==> src/rtl/trng_mc_warbler.sv <==
// Multi-channel warbler TRNG: NUM_CH nonlinear generators packed into OUT_W-bit words over valid/ready.
// Optional repetition-count health test on channel 0 enabled by defining TRNG_HEALTH_TEST_EN.
module trng_mc_warbler_ch #(
    parameter int CH = 0
) (
    input  logic        clk,
    input  logic        rst,
    input  logic        load,
    input  logic        step,
    input  logic        init,
    input  logic [31:0] seed,
    output logic        z
);
    logic [12:0] a;
    logic [10:0] b;
    logic [7:0]  c;
    logic [4:0]  s;
    logic        fz;

    assign z  = c[0] ^ a[3] ^ b[2];
    assign fz = init & z;

    always_ff @(posedge clk or negedge rst) begin
        if (!rst) begin
            a <= '0;
            b <= '0;
            c <= '0;
            s <= '0;
        end else if (load) begin
            // an all-zero A would lock the register up
            a <= (seed[12:0] == 13'd0) ? 13'h0001 : seed[12:0];
            b <= seed[23:13];
            c <= seed[31:24] ^ 8'(CH);
            s <= '0;
        end else if (step) begin
            a <= {a[0] ^ a[5] ^ (a[8] & a[11]) ^ fz, a[12:1]};
            b <= {b[0] ^ b[3] ^ (b[6] & b[9]) ^ fz, b[10:1]};
            s <= {a[0] ^ b[0], s[4:1]};
            c <= {c[0] ^ c[4] ^ (c[2] & c[6]) ^ (^s), c[7:1]};
        end
    end
endmodule

module trng_mc_warbler #(
    parameter int NUM_CH      = 2,
    parameter int OUT_W       = 8,
    parameter int INIT_ROUNDS = 64,
    parameter int RCT_LIMIT   = 16
) (
    input  logic             clk,
    input  logic             rst,
    input  logic             seed_valid,
    input  logic [31:0]      seed,
    output logic             out_valid,
    input  logic             out_ready,
    output logic [OUT_W-1:0] out_data,
    output logic             busy,
    output logic             health_fail
);
    localparam int K  = OUT_W / NUM_CH;
    localparam int KW = (K > 1) ? $clog2(K) : 1;

    if (OUT_W % NUM_CH != 0 || NUM_CH < 1 || NUM_CH > 8 || RCT_LIMIT < 2 || RCT_LIMIT > 255 ||
        INIT_ROUNDS < 1 || INIT_ROUNDS > 1023) begin : g_bad_param
        $error("trng_mc_warbler: illegal parameter combination");
    end

    typedef enum logic [1:0] {IDLE, INIT, RUN} state_t;

    state_t            state;
    logic [KW-1:0]     k;
    logic [9:0]        round;
    logic [OUT_W-1:0]  pack, word_next;
    logic [NUM_CH-1:0] z;
    logic              last_slot, stall, step, run_step, trip;

    assign last_slot = (k == KW'(K - 1));
    assign stall     = last_slot && out_valid && !out_ready;
    assign run_step  = (state == RUN) && !stall && !health_fail;
    assign step      = (state == INIT) || run_step;

    for (genvar g = 0; g < NUM_CH; g++) begin : g_ch
        trng_mc_warbler_ch #(.CH(g)) u_ch (
            .clk  (clk),
            .rst  (rst),
            .load (seed_valid),
            .step (step),
            .init (state == INIT),
            .seed (seed),
            .z    (z[g])
        );
    end

    // slot k of the word collects one bit from every channel
    for (genvar kk = 0; kk < K; kk++) begin : g_slot
        for (genvar g = 0; g < NUM_CH; g++) begin : g_bit
            assign word_next[kk*NUM_CH+g] = (k == KW'(kk)) ? z[g] : pack[kk*NUM_CH+g];
        end
    end

    always_ff @(posedge clk or negedge rst) begin
        if (!rst) begin
            state     <= IDLE;
            k         <= '0;
            round     <= '0;
            pack      <= '0;
            out_valid <= 1'b0;
            out_data  <= '0;
            busy      <= 1'b0;
        end else if (seed_valid) begin
            state     <= INIT;
            k         <= '0;
            round     <= '0;
            pack      <= '0;
            out_valid <= 1'b0;
            busy      <= 1'b1;
        end else begin
            case (state)
                INIT: begin
                    round <= round + 10'd1;
                    if (round == 10'(INIT_ROUNDS - 1)) begin
                        state <= RUN;
                        busy  <= 1'b0;
                    end
                end
                RUN: begin
                    if (out_valid && out_ready)
                        out_valid <= 1'b0;
                    if (run_step) begin
                        pack <= word_next;
                        if (last_slot) begin
                            out_data  <= word_next;
                            out_valid <= 1'b1;
                            k         <= '0;
                        end else begin
                            k <= k + 1'b1;
                        end
                    end
                    if (trip)
                        out_valid <= 1'b0;
                end
                default: ;
            endcase
        end
    end

`ifdef TRNG_HEALTH_TEST_EN
    localparam int RW = $clog2(RCT_LIMIT + 1);

    logic [RW-1:0] rct_cnt, rct_nxt;
    logic          rct_bit;

    always_comb begin
        rct_nxt = RW'(1);
        if (rct_cnt != '0 && z[0] == rct_bit)
            rct_nxt = (rct_cnt == RW'(RCT_LIMIT)) ? rct_cnt : rct_cnt + 1'b1;
    end

    assign trip = run_step && (rct_nxt == RW'(RCT_LIMIT));

    always_ff @(posedge clk or negedge rst) begin
        if (!rst) begin
            rct_cnt     <= '0;
            rct_bit     <= 1'b0;
            health_fail <= 1'b0;
        end else if (seed_valid) begin
            rct_cnt     <= '0;
            rct_bit     <= 1'b0;
            health_fail <= 1'b0;
        end else if (run_step) begin
            rct_cnt <= rct_nxt;
            rct_bit <= z[0];
            if (trip)
                health_fail <= 1'b1;
        end
    end
`else
    assign trip        = 1'b0;
    assign health_fail = 1'b0;
`endif
endmodule

==> config.mk <==
export PLATFORM = sky130hd
export DESIGN_NAME = trng_mc_warbler
export DESIGN_NICKNAME = d
export VERILOG_FILES = /design/src/rtl/trng_mc_warbler.sv
export SDC_FILE = /design/constraint.sdc
export NUM_CORES = 1
export LEC_CHECK = 0
export ABC_AREA = 1
export BUFFER_PORTS_ARGS = -buffer_cell sky130_fd_sc_hd__buf_2
export CAP_MARGIN = 20
export CORE_ASPECT_RATIO = 1.5
export CORE_MARGIN = 8
export CORE_UTILIZATION = 35
export CTS_CLUSTER_DIAMETER = 200
export DETAILED_ROUTE_END_ITERATION = 16
export GPL_TIMING_DRIVEN = 0
export HOLD_SLACK_MARGIN = 0.15
export PLACE_DENSITY_LB_ADDON = 0.12
export SYNTH_ARGS = -nofsm -noshare
export SYNTH_HDL_FRONTEND = slang
export SYNTH_HIERARCHICAL = 1
export SYNTH_SLANG_ARGS = --single-unit
==> constraint.sdc <==
create_clock -name clk -period 2.2 [get_ports clk]
set_input_delay 0 -clock clk [delete_from_list [all_inputs] [get_ports clk]]
set_output_delay 0 -clock clk [all_outputs]
set_load 0.01 [all_outputs]
==> metrics.txt <==
status=finished clean; clk_skew=0.0109 ns; VDD IR max=0.365 mV; placed cells=918; P&R area growth vs syn=22.2%; sequential share of the synthesized area=47.7%; Tcrit/Tclk final=89.4%; core area=0.0156 sq mm; crit path time final=1.97 ns; layout cells sized above 1=16.3%; placer congestion estimate=0.829; Reg2Reg Setup Slack=0.23 ns; CP Launch Type=register; Pleak=3.35 nW; Tightest Pin Transition=0.727 ns; Setup CP Type=reg2reg; routed vias/inst=4.87; Post-Syn Area=0.00551 sq mm; GRT Overall Usage=15.6%; routed wire length=15000 um; setup TNS=0 ns; critical path required time=2.46 ns; RSZ-0062 raised after global routing=no; Worst Hold Margin=0.259 ns; Mapped Cells=669; share of flip-flops with an asynchronous set or reset=100%; fin nets=807; Unique masters post-synth=36; DRT Pass-1 Iters=4; Worst Path Arrival=2.23 ns; Power Dens Cells=672 mW/mm^2; Post-synth EDFFs=0; Final Cell Area=0.00673 sq mm; worst r2r path cells=8; Hold Crit Class=in2async; vias in the first global route=4992; Syn Area/Cell=8.23 sq um; die height=170 um; first-pass GRT wire length=25200 um; launching point of the worst reg2reg path=k[0]; Max-slew headroom=51.5%; register bit total from synthesis=105; DP Area=0.00602 sq mm; ANT nets after route=0; Die Wd=118 um; hpwl dp=11300 um; average wire per standard cell=15.4 um; Clk Latency, worst-skew pair=0.35 ns; row count=56; share of the synthesized area in the top cell type=47.7%; Setup crit end kind=register; via count=4745; Critical R2R Capture=g_ch[0].u_ch/a[1]; Max clock buf depth=2; endpoints failing setup=0; CTS H-tree depth=3; largest net degree at the start of global routing=55; clock root buffer=clkbuf_16; Synth warnings=6; CP max FO=10; CTS tree=done; top_reg_cell synth=dfrtp_1; Port Buffers=45; Fmax achieved=0.508 GHz; Final Hold Viols=0; syn nets=710; Worst-path clk slew=0.08 ns; die area=0.0201 sq mm; n_diodes=0; clk sink count=105; I/O Pins=47; MaxCap Viol Count=0; Slew Limit Fails=0; TritonCTS buffer count=9; Starting Density=35.4%; drc violations=0; largest cells by area after synthesis=dfrtp_1, nand2_1, inv_1; count leader, synth=nand2_1; Synth area leader=dfrtp_1; Iter 0 DRT Violations=181; synth cell count leaders=nand2_1, dfrtp_1, inv_1; total congestion overflow=0; Finished Layout Cells=974; initial antenna violation count=0
state kept, by name (all words and copies together), names as in the netlist:
| signal | cells |
|---|---|
| g_ch.u_ch/a | 26 |
| g_ch.u_ch/b | 22 |
| g_ch.u_ch/c | 16 |
| g_ch.u_ch/s | 10 |
| k | 2 |
| out_data | 8 |
| out_valid | 1 |
| pack | 8 |
| round | 10 |
| state | 2 |
through the flow:
stage	worst slack [ns]	power [W]	util, %
2_1_floorplan	0.284	0.00259	-
4_1_cts	0.0399	0.00459	43.2
6_report	0.233	0.00452	43.3
3_3_place_gp	-0.437	0.00281	38.5
3_5_place_dp	-0.428	0.00283	38.7
5_1_grt	0.0477	0.00477	43.3
report_power, final:
group | switching, W | total, W | internal [W]
logic | 0.000400 | 0.000673 | 0.000273
registers | 0.0000942 | 0.00216 | 0.00206
clock network | 0.000782 | 0.00169 | 0.000904
area by class of cell:
| class | instances | area (sq um) |
|---|---|---|
| Timing Repair Buffer | 86 | 646 |
| Clock buffer | 9 | 225 |
| Multi-Input combinational cell | 454 | 2370 |
| Buffer | 23 | 189 |
| Sequential cell | 105 | 2630 |
| Clock inverter | 7 | 87.6 |
| Inverter | 87 | 334 |
| Tap cell | 203 | 254 |
| Fill cell | 1591 | 8830 |
cell usage in the layout (no fill, tap or decap), types with 15 or more instances in the layout:
cell,n
nand2_1,215
dfrtp_1,105
inv_1,80
buf_2,53
nand3_1,51
dlygate4sd3_1,36
nor2_1,34
o21ai_0,23
a22oi_1,21
a21oi_1,15
timing repair:
action | CTS | global route
gates resized for setup | 3 | 0
pin swaps | 1 | 1
buffers inserted | 3 | 1
endpoints found under the hold margin | 120 | 0
hold buffers | 36 | 0
endpoints found under the setup margin | 74 | 30
worst max-delay path by stage:
| stage | start | end | depth (start not counted) |
|---|---|---|---|
| floorplan | k[0] | g_ch[0].u_ch/b[4] | 8 |
| global placement | k[0] | g_ch[1].u_ch/a[10] | 9 |
| detailed placement | k[0] | g_ch[1].u_ch/a[10] | 9 |
| CTS | k[0] | g_ch[0].u_ch/a[1] | 8 |
| global route | k[0] | g_ch[0].u_ch/c[0] | 8 |
| finish | k[0] | g_ch[0].u_ch/a[1] | 8 |
critical path, cell delays in order, from the launching register on:
cell and delay (ns):
dfrtp_1 0.38, ha_2 0.28, nand2_2 0.08, o21ai_4 0.20, nand2_4 0.18, nor2_4 0.25
buf_2 0.31, nand2_1 0.08, o211ai_1 0.10
logic make-up (layout without fill, tap and decap cells):
logic type | after synthesis | after routing | share of synthesized area [%]
buffers and inverters | 110 | 212 | 9.50
and+or+nand+nor | 321 | 321 | 24.4
DFF | 105 | 105 | 47.7
adders and majority gates | 5 | 5 | 1.14
AOI/OAI and AO/OA | 114 | 114 | 15.2
xor gates and xnor gates | 13 | 13 | 2.07
other | 1 | 1 | 0.0681
per-layer routing:
metal	part of all wire (%)	track usage, %	wire length [um]
met1	40	16.5	6030
met2	55	30.1	8280
met3	2.3	2.40	341
met4	2.6	6.07	390
met5	0	0	0
No activity file was read; power rests on OpenSTA's default activity.
